[src/rtl/mem_bus_arbiter.sv]
// mem_bus_arbiter: shares one downstream memory bus between fetch (I) and mem stage (D).
// Define MEM_BUS_ARB_PERF_EN to add grant and fetch-wait performance counters.
module mem_bus_arbiter #(
   parameter int unsigned STARVE_LIMIT = 4
) (
   input  logic        clk,
   input  logic        reset,
   input  logic        i_valid,
   input  logic [63:0] i_addr,
   input  logic [2:0]  i_size,
   output logic        i_addr_ok,
   output logic        i_data_ok,
   output logic [63:0] i_data,
   input  logic        d_valid,
   input  logic [63:0] d_addr,
   input  logic [2:0]  d_size,
   input  logic [7:0]  d_strobe,
   input  logic [63:0] d_wdata,
   output logic        d_addr_ok,
   output logic        d_data_ok,
   output logic [63:0] d_data,
   output logic        m_valid,
   output logic [63:0] m_addr,
   output logic [2:0]  m_size,
   output logic [7:0]  m_strobe,
   output logic [63:0] m_wdata,
   input  logic        m_ok,
   input  logic [63:0] m_rdata,
   output logic        owner
`ifdef MEM_BUS_ARB_PERF_EN
   ,
   output logic [31:0] perf_i_grants,
   output logic [31:0] perf_d_grants,
   output logic [31:0] perf_i_wait
`endif
);

   typedef enum logic {IDLE, BUSY} state_t;

   localparam logic [3:0] LIMIT = 4'(STARVE_LIMIT);

   state_t     state;
   state_t     state_n;
   logic [3:0] starve;
   logic [3:0] starve_n;
   logic       grant;
   logic       grant_i;
   logic       done;
   logic       ok_now;

   always_ff @(posedge clk) begin
      if (reset) begin
         state  <= IDLE;
         starve <= '0;
      end else begin
         state  <= state_n;
         starve <= starve_n;
      end
   end

   always_comb begin
      state_n  = state;
      starve_n = starve;
      grant    = 1'b0;
      grant_i  = 1'b0;
      done     = 1'b0;
      unique case (state)
         IDLE: begin
            if (i_valid || d_valid) begin
               grant   = 1'b1;
               grant_i = !d_valid || (i_valid && starve == LIMIT);
               state_n = BUSY;
               // Only D wins taken over a waiting fetch count toward starvation
               if (grant_i || !i_valid) begin
                  starve_n = '0;
               end else if (starve != LIMIT) begin
                  starve_n = starve + 4'd1;
               end
            end
         end
         BUSY: begin
            if (m_ok) begin
               done    = 1'b1;
               state_n = IDLE;
            end
         end
      endcase
   end

   always_ff @(posedge clk) begin
      if (reset) begin
         m_valid  <= 1'b0;
         owner    <= 1'b0;
         m_addr   <= '0;
         m_size   <= '0;
         m_strobe <= '0;
         m_wdata  <= '0;
      end else if (grant) begin
         m_valid  <= 1'b1;
         owner    <= !grant_i;
         m_addr   <= grant_i ? i_addr : d_addr;
         m_size   <= grant_i ? i_size : d_size;
         m_strobe <= grant_i ? 8'h00 : d_strobe;
         m_wdata  <= grant_i ? 64'h0 : d_wdata;
      end else if (done) begin
         m_valid  <= 1'b0;
      end
   end

   assign ok_now    = (state == BUSY) && m_ok && !reset;
   assign i_addr_ok = ok_now && !owner;
   assign i_data_ok = ok_now && !owner;
   assign i_data    = (ok_now && !owner) ? m_rdata : 64'h0;
   assign d_addr_ok = ok_now && owner;
   assign d_data_ok = ok_now && owner;
   assign d_data    = (ok_now && owner) ? m_rdata : 64'h0;

`ifdef MEM_BUS_ARB_PERF_EN
   always_ff @(posedge clk) begin
      if (reset) begin
         perf_i_grants <= '0;
         perf_d_grants <= '0;
         perf_i_wait   <= '0;
      end else begin
         if (grant && grant_i) begin
            perf_i_grants <= perf_i_grants + 32'd1;
         end
         if (grant && !grant_i) begin
            perf_d_grants <= perf_d_grants + 32'd1;
         end
         if (i_valid && !(state == BUSY && !owner)) begin
            perf_i_wait <= perf_i_wait + 32'd1;
         end
      end
   end
`endif

endmodule

[config.mk]
export PLATFORM = sky130hd
export DESIGN_NAME = mem_bus_arbiter
export DESIGN_NICKNAME = d
export VERILOG_FILES = /design/src/rtl/mem_bus_arbiter.sv
export SDC_FILE = /design/constraint.sdc
export NUM_CORES = 1
export LEC_CHECK = 0
export CAP_MARGIN = 20
export CORE_AREA = 2 2 214 216
export CTS_BUF_LIST = sky130_fd_sc_hd__clkbuf_8
export CTS_CLUSTER_DIAMETER = 200
export DETAILED_ROUTE_END_ITERATION = 10
export DIE_AREA = 0 0 216 218
export PLACE_DENSITY_LB_ADDON = 0.15
export SETUP_SLACK_MARGIN = 0.05
export SKIP_CTS_REPAIR_TIMING = 1
export SYNTH_ARGS = -nofsm -noshare
export SYNTH_HDL_FRONTEND = slang
export SYNTH_SLANG_ARGS = --single-unit
[constraint.sdc]
create_clock -name clk -period 1.5 [get_ports clk]
set_input_delay 0.225 -clock clk [delete_from_list [all_inputs] [get_ports clk]]
set_output_delay 0.225 -clock clk [all_outputs]
set_load 0.02 [all_outputs]
-- After elaboration in Yosys (flattened, before gate mapping)
Cells that the tools add are included.
- add/sub/neg operators: 1
- multipliers: 0
- div/mod/pow operators: 0
- order comparisons: 0
- eq/ne operators: 2
- shifts and indexed selects: 0
- multiplexer cells: 18
- bitwise operators: 1
- reductions and logical operators: 16
- operator list (operator ; number):
    2-to-1 mux 64 bit ; 4
    2-to-1 mux 1 bit ; 9
    2-to-1 mux 4 bit ; 2
    2-to-1 mux 8 bit ; 1
    logical AND 1 bit ; 5
    zero test 1 bit ; 5
    adder 4 x 1 -> 4 bit (second input constant) ; 1
    equality test 4 x 3 -> 1 bit (second input constant) ; 1
    inequality test 4 x 3 -> 1 bit (second input constant) ; 1
    nonzero test 2 bit ; 2
    logical OR 1 bit ; 3
    2-to-1 mux 3 bit ; 1
    AND reduction 3 bit ; 1
    one-hot mux 1 bit (2 select lines) ; 1
    inverter 1 bit ; 1
- flip-flop bits (word level): 146
- bits in latches: 0
- bits in writable memories: 0
- bits in read-only memories: 0
- bits of input ports: 275
- output and inout bits: 273
- word-level logic and storage cells: 46
- memories kept: 0

-- Longest topological paths before layout
Gate-level depths: netlist of the first run.
- word-level depth: 6
- mapped depth: 8
- mapped depth without buffers: 5

-- Worst setup path after synthesis of the first run
OpenSTA, ideal clock, no wires.
- kind: flip-flop to output port
- start: register state
- end: output d_data[46]
- arrival: 1374 ps
- data required time: 1275 ps
- setup slack: -99 ps
- cell stages (with the launch flop): 5
- buffers on the path: 1
- path through: dfxtp_1 -> nand2_1 -> nor3b_1 -> clkbuf_1 -> and2_1
- cells in the longest elaborated chain, start to end: 4
- ends and longest elaborated chain (element ; line ; text):
    from (decl) ; 42 ; state_t state;
    from (signal assigned) ; 56 ; state <= state_n;
    logical AND 1 bit (2 in series) ; 110 ; assign ok_now = (state == BUSY) && m_ok && !reset;
    logical AND 1 bit ; n/a ;
    via d_addr_ok ; 19 ; output logic d_addr_ok,
    2-to-1 mux 64 bit ; 116 ; assign d_data = (ok_now && owner) ? m_rdata : 64'h0;
    to (decl) ; 21 ; output logic [63:0] d_data,
The timed path passes the listed nets, and every way through them passes these cells.

-- Worst setup path in the final report of the first run
- start: input m_ok
- end: output d_data[1]
- cells in the longest elaborated chain, start to end: 4
- ends and longest elaborated chain (element ; line ; text):
    from (decl) ; 27 ; input logic m_ok,
    logical AND 1 bit (2 in series) ; 110 ;
    logical AND 1 bit ; 116 ;
    2-to-1 mux 64 bit ; 116 ;
No other way between the ends.

==> impl_metrics.ini, run 1 <==
[pwr]
power.share.clock_pct = 29.9
static-leakage-power_uw = 0.00820
cellPowerDensity_nw_per_um2 = 676
p_seq_share_pct = 39.4
net_load_switching_power_uw = 3370
power_switching_share_pct = 31.1
cell_internal_pwr_uw = 7450
ir_worst_vdd_mv = 0.508
pwr-share-comb_pct = 30.7

[logic_synthesis]
synth_compound_gate_area_share_pct = 31.4
synth-adder-area-share_pct = 0.370
asyncSetResetFlopFracSynth_pct = 0
yosysUniqueCellTypes = 31
mux_contribution_to_synthesized_area_pct = 0
yosys.area_share.xor_xnor_pct = 0
synth-edff-count = 0
post_synth.cell_area_avg_um2 = 8.91
synthesis.instances = 758
synthesis.area_um2 = 6760
synth_top_family_by_area = compound AO/OA/AOI/OAI gates
ys_seq_elements = 146
synth_flop_cell = sky130_fd_sc_hd__dfxtp_1
synth_sequential_area_ratio_pct = 43.3
synth.net_count = 1035
synthSimpleGateAreaFrac_pct = 17.8
yosys_warnings = 0

[setup_path]
critPathRequiredTime_ns = 1.27
element_type_at_the_critical_path_start = input pin
timing.setup.critical_path_class = input pin to output pin
critPathArrivalTime_ns = 2.29
cp_max_fo = 17
end_kind = output pin

[cells_and_area]
final_net_count = 1643
post_route_cells_drive_above_1_share_pct = 31.5
finish.utilization_pct = 35.7
final.fill_count = 4540
flow.area_growth_from_synthesis_pct = 137

[cts]
cts_tree = yes
clock_tree.buffer_depth = 2
clk-insertion-delay-late_ns = 0.52
cts.sink_count = 146
ctsRootBufferMaster = sky130_fd_sc_hd__clkbuf_8
num_cts_buffers = 17
htree_num_levels = 4
path_clk_slew_ns = 0.09

[place]
hpwl_um = 31700
routabilityCongestion = 0.980
port_buf_inserts = 547
dp_worst_setup_slack_ns = -1.01

[grt]
antenna_violations_before_repair = 12
grt_remaining_overflow = 0
first_global_vias = 8267
grt_first_pass_wirelength_um = 57100
grt_start_max_net_pins = 145
track_usage_pct = 16.5

[route]
vias_per_cell = 4.43
routed-via-count = 8768
postRouteWirelength_um = 46900
drtPass1Iterations = 4
drt_antenna_net_count = 0
detail_route.iter0.violations = 430
routedWlPerCell_um = 23.7
drcViolationCount = 0

[timing]
timing.fmax_mhz = 397
relSlewSlack_pct = 49.1
slew_violations = 0
worst_slew_pin_slew_ns = 0.764
period_utilisation_layout_pct = 168
hold_slack_final_ns = 0.0771
clock_period_minus_worst_slack_ns = 2.52
finalHoldViolations = 0
unrepaired_setup_endpoints_after_global_routing = yes
worst_slack_ns = -1.02
finClkSkew_ns = 0.0125
setup_violations = 258

[floorplanning]
initial_utilization_pct = 15.0
num_rows = 78
fp.dieArea_um2 = 47100
fp.dieH_um = 218
die_x_um = 216
ioPinCount = 548
core_um2 = 44900

[flow_run]
drv.max_cap_violation_count = 0

[worst_hold_path]
hold_path_class = input pin to register

[status]
violations = negative setup slack
run_status = finished, violations left
-- cell usage after synthesis, types with 3 or more instances --
library cell               number  share of area (%)
sky130_fd_sc_hd__nor2b_1        3               0.28
sky130_fd_sc_hd__o211ai_1      67                7.4
sky130_fd_sc_hd__buf_2         43                3.2
sky130_fd_sc_hd__inv_1          4               0.22
sky130_fd_sc_hd__buf_4          6               0.67
sky130_fd_sc_hd__clkbuf_1      38                2.1
sky130_fd_sc_hd__a32oi_1      139                 18
sky130_fd_sc_hd__dfxtp_1      146                 43
sky130_fd_sc_hd__nand2_1        5               0.28
sky130_fd_sc_hd__and2_1       128                 12
sky130_fd_sc_hd__buf_1          3               0.17
sky130_fd_sc_hd__nor2_1        72                4.0
sky130_fd_sc_hd__clkbuf_2      11               0.81
sky130_fd_sc_hd__a21oi_1       71                5.3
-- metal layers --
| metal | routed length, um | vias up | track usage (%) | part of all wire, % |
|---|---|---|---|---|
| met3 | 2630 | 65 | 4.23 | 5.6 |
| met2 | 26200 | 389 | 32.4 | 56 |
| met5 | 0 | - | 0 | 0 |
| met4 | 1210 | 0 | 5.87 | 2.6 |
| met1 | 16900 | 4231 | 16.6 | 36 |
| li1 | - | 4083 | - | - |
-- state kept, by name, summed over array words and instances (netlist names) --
| name | flops |
|---|---|
| m_size | 3 |
| owner | 1 |
| starve | 4 |
| state | 1 |
| m_strobe | 8 |
| m_wdata | 64 |
| m_valid | 1 |
| m_addr | 64 |
-- final timing paths --
check | from | end | slack [ns] | cells past startpoint
min reg2reg | m_valid | m_valid | 0.47 | 2
min | reset | m_strobe[2] | 0.08 | 3
max reg2reg | starve[0] | m_addr[25] | -0.25 | 8
max | m_ok | d_data[1] | -1.02 | 7
-- worst max-delay path: stages --
cell                              delay, ns
sky130_fd_sc_hd__clkdlybuf4s50_1       0.64
sky130_fd_sc_hd__nand2_4               0.11
sky130_fd_sc_hd__nor3b_4               0.24
sky130_fd_sc_hd__buf_6                 0.16
sky130_fd_sc_hd__buf_12                0.14
sky130_fd_sc_hd__and2_2                0.15
sky130_fd_sc_hd__clkdlybuf4s50_1       0.62
-- stage by stage --
stage / cells / instance area, um2 / power [uW] / setup TNS [ns]
6_report: 1981 / 16000 / 10800 / -113.69
5_1_grt: 1981 / 16000 / 11300 / -130.30
4_1_cts: 1912 / 14000 / 10700 / -186.66
3_5_place_dp: 1880 / 13600 / 7400 / -172.19
3_3_place_gp: 1880 / 13600 / 7410 / -172.36
2_1_floorplan: 758 / 6850 / 5440 / 0
-- cell usage in the layout, fill, tap and decap left out, types with 4 or more instances in the layout --
master                            instances
sky130_fd_sc_hd__dlymetal6s2s_1         142
sky130_fd_sc_hd__a32oi_1                 76
sky130_fd_sc_hd__clkbuf_8                18
sky130_fd_sc_hd__clkdlybuf4s50_1        311
sky130_fd_sc_hd__and2_1                  43
sky130_fd_sc_hd__nor2_1                  72
sky130_fd_sc_hd__buf_4                   74
sky130_fd_sc_hd__clkbuf_16               22
sky130_fd_sc_hd__clkinv_2                 7
sky130_fd_sc_hd__a32oi_2                 62
sky130_fd_sc_hd__nand2_1                  4
sky130_fd_sc_hd__a21oi_1                 69
sky130_fd_sc_hd__buf_6                   74
sky130_fd_sc_hd__o211ai_1                67
sky130_fd_sc_hd__buf_2                   11
sky130_fd_sc_hd__dfxtp_1                142
sky130_fd_sc_hd__buf_12                  38
sky130_fd_sc_hd__buf_8                    9
sky130_fd_sc_hd__and2_2                  50
sky130_fd_sc_hd__clkbuf_2                 7
sky130_fd_sc_hd__dfxtp_2                  4
sky130_fd_sc_hd__and2_4                  35
-- power by group through the flow --
stage	combinational, uW	sequential (uW)	clock, uW
2_1_floorplan	811	4620	0
5_1_grt	3500	4290	3530
4_1_cts	3080	4250	3410
6_report	3330	4260	3240
3_5_place_dp	3070	4330	0
3_3_place_gp	3080	4330	0
-- area by class of cell --
| cell class | count | area, um2 | share of cell area, % |
|---|---|---|---|
| Clock buffer | 18 | 248 | 1.55 |
| Antenna cell | 2 | 5.00 | 0.0313 |
| Multi-Input combinational cell | 507 | 4060 | 25.3 |
| Timing Repair Buffer | 690 | 7870 | 49.2 |
| Clock inverter | 14 | 136 | 0.852 |
| Sequential cell | 146 | 2930 | 18.3 |
| Inverter | 4 | 15.0 | 0.0938 |
| Tap cell | 600 | 751 | 4.69 |
-- logic make-up (layout without fill, tap and decap cells) --
kind of cell    Yosys count  after routing
compound gates          283            283
fa+ha+maj                 2              2
buf+inv                 105            726
flops                   146            146
other cells               0              2
simple gates            222            222
Note: power is estimated with default switching activity, not from simulation.
==> run 2: changes to the inputs <==
Clock period 1.5 ns to 3.05 ns, I/O delays scaled along.
==> impl_metrics.ini, run 2 (synthesis results as in run 1) <==
[timing]
timing.fmax_mhz = 351
worst_slew_pin_slew_ns = 1.04
setup_violations = 0
finalHoldViolations = 0
period_utilisation_layout_pct = 93.3
unrepaired_setup_endpoints_after_global_routing = no
slew_violations = 0
hold_slack_final_ns = 0.208
finClkSkew_ns = 0.0159
relSlewSlack_pct = 30.9
clock_period_minus_worst_slack_ns = 2.85
setup_total_negative_slack_ns = 0

[cells_and_area]
flow.area_growth_from_synthesis_pct = 95.6
design_area_um2 = 13200
reg_top3 = m_addr (64), m_wdata (64), m_strobe (8)
mostFrequentLayoutCells = 546 x sky130_fd_sc_hd__clkdlybuf4s50_1, 146 x sky130_fd_sc_hd__dfxtp_1, 139 x sky130_fd_sc_hd__a32oi_1
layout_commonest_cell = sky130_fd_sc_hd__clkdlybuf4s50_1
post_route_cells_drive_above_1_share_pct = 4.62
final_net_count = 1519

[route]
vias_per_cell = 4.40
postRouteWirelength_um = 41300
drtPass1Iterations = 4
detail_route.iter0.violations = 440
routed-via-count = 8176
drcViolationCount = 0
drt_antenna_net_count = 0
routedWlPerCell_um = 22.2

[floorplanning]
num_rows = 78
ioPinCount = 548
fp.dieH_um = 218
core_um2 = 44900
fp.dieArea_um2 = 47100
initial_utilization_pct = 15.0
die_x_um = 216

[grt]
grt_remaining_overflow = 0
grt_start_max_net_pins = 82
antenna_violations_before_repair = 21
first_global_vias = 8046
track_usage_pct = 16.8
grt_first_pass_wirelength_um = 57800

[cts]
htree_num_levels = 4
ctsRootBufferMaster = sky130_fd_sc_hd__clkbuf_8
cts_tree = yes
num_cts_buffers = 17
cts.sink_count = 146
clock_tree.buffer_depth = 2
path_clk_slew_ns = 0.08
clk-insertion-delay-late_ns = 0.50

[place]
routabilityCongestion = 0.932
hpwl_um = 31000
port_buf_inserts = 547
detailed_place.area_um2 = 12800

[pwr]
power_switching_share_pct = 31.0
power.share.clock_pct = 31.1
static-leakage-power_uw = 0.00443
final_power_uw = 5000
net_load_switching_power_uw = 1550
cellPowerDensity_nw_per_um2 = 379
p_seq_share_pct = 41.7
cell_internal_pwr_uw = 3450
pwr-share-comb_pct = 27.1
ir_worst_vdd_mv = 0.319

[setup_path]
regToRegEndpoint = m_addr[26]
timing.setup.critical_path_class = input pin to output pin
critPathRequiredTime_ns = 2.59
critical_path_buf_inv_count = 3
crit_cells = 6
cp_max_fo = 66
crit_top_cell = sky130_fd_sc_hd__clkdlybuf4s50_1
element_type_at_the_critical_path_start = input pin
cp_top_family = buffers and inverters
worst_r2r_startpoint = starve[0]
startpoint = m_ok
end_kind = output pin
slowest_stage = sky130_fd_sc_hd__clkdlybuf4s50_1
timing.critical_path.slowest_cell_delay_ns = 0.63
critical_path.endpoint = d_data[56]
critPathArrivalTime_ns = 2.39
r2r_slack_ns = 1.21
worstPathCellList = clkdlybuf4s50_1, nand2_1, nor3b_2, buf_12, and2_1, clkdlybuf4s50_1
rr_worst_depth = 6

[worst_hold_path]
hold_path_class = input pin to register

[status]
run_status = finished, final reports clean

[flow_run]
drv.max_cap_violation_count = 0
[run 2: cell count changes in the layout (fill, tap and decap cells not counted), sizes merged]
cell / delta
buf: -188
bufinv: -1
clkbuf: -27
clkdlybuf4s50: +235
clkinv: -3
clkinvlp: +2
dlymetal6s2s: -142
[run 2: stage by stage]
step / worst slack (ns) / std cells / utilization, %
2_1_floorplan: 1.20 / 758 / -
3_3_place_gp: 0.234 / 1823 / 28.6
3_5_place_dp: 0.219 / 1823 / 28.6
4_1_cts: 0.212 / 1855 / 29.4
5_1_grt: 0.141 / 1857 / 29.4
6_report: 0.203 / 1857 / 29.4
[run 2: worst register-to-register path: cells and delay by family, from the launching register on]
| family | cells | cell delay, ns |
|---|---|---|
| AOI/OAI and AO/OA | 2 | 0.39 |
| adders and majority gates | 1 | 0.23 |
| buffers and inverters | 2 | 0.33 |
| DFF | 1 | 0.38 |
| and+or+nand+nor | 1 | 0.38 |
[run 2: metal layers]
metal | vias up | wire length [um] | global-route usage, %
met1 | 3886 | 14400 | 17.0
li1 | 3816 | - | -
met5 | - | 0 | 0
met3 | 67 | 2750 | 3.85
met2 | 407 | 23100 | 33.0
met4 | 0 | 1080 | 6.51
[run 2: worst min-delay path by stage]
stage | endpoint | slack, ns | cells past startpoint | startpoint
2_1_floorplan | starve[1] | 0.46 | 2 | starve[1]
3_3_place_gp | m_valid | 0.46 | 2 | m_valid
3_5_place_dp | m_valid | 0.47 | 2 | m_valid
4_1_cts | m_addr[38] | 0.14 | 2 | reset
5_1_grt | m_addr[42] | 0.17 | 2 | reset
6_report | m_addr[38] | 0.21 | 2 | reset
[run 2: layout make-up]
| class | instances | area, um2 |
|---|---|---|
| inverter | 4 | 15.0 |
| sequential | 146 | 2920 |
| clock buffer | 20 | 275 |
| clock inverter | 12 | 109 |
| fill | 4788 | 31700 |
| tap | 600 | 751 |
| timing repair buffer | 566 | 5750 |
| antenna | 2 | 5.00 |
| multi-input combinational | 507 | 3380 |
[run 2: power by group through the flow]
stage | Clock, uW | Sequential [uW] | Combinational [uW]
finish | 1560 | 2090 | 1360
global route | 1730 | 2100 | 1440
CTS | 1670 | 2090 | 1370
detailed placement | 0 | 2130 | 1370
global placement | 0 | 2130 | 1370
floorplan | 0 | 2270 | 397
==> run 3: changes to the inputs <==
Settings changed: SLEW_MARGIN set to 20.
==> results of run 3 <==
The final DEF is identical to that of run 2; final timing and power are the same.
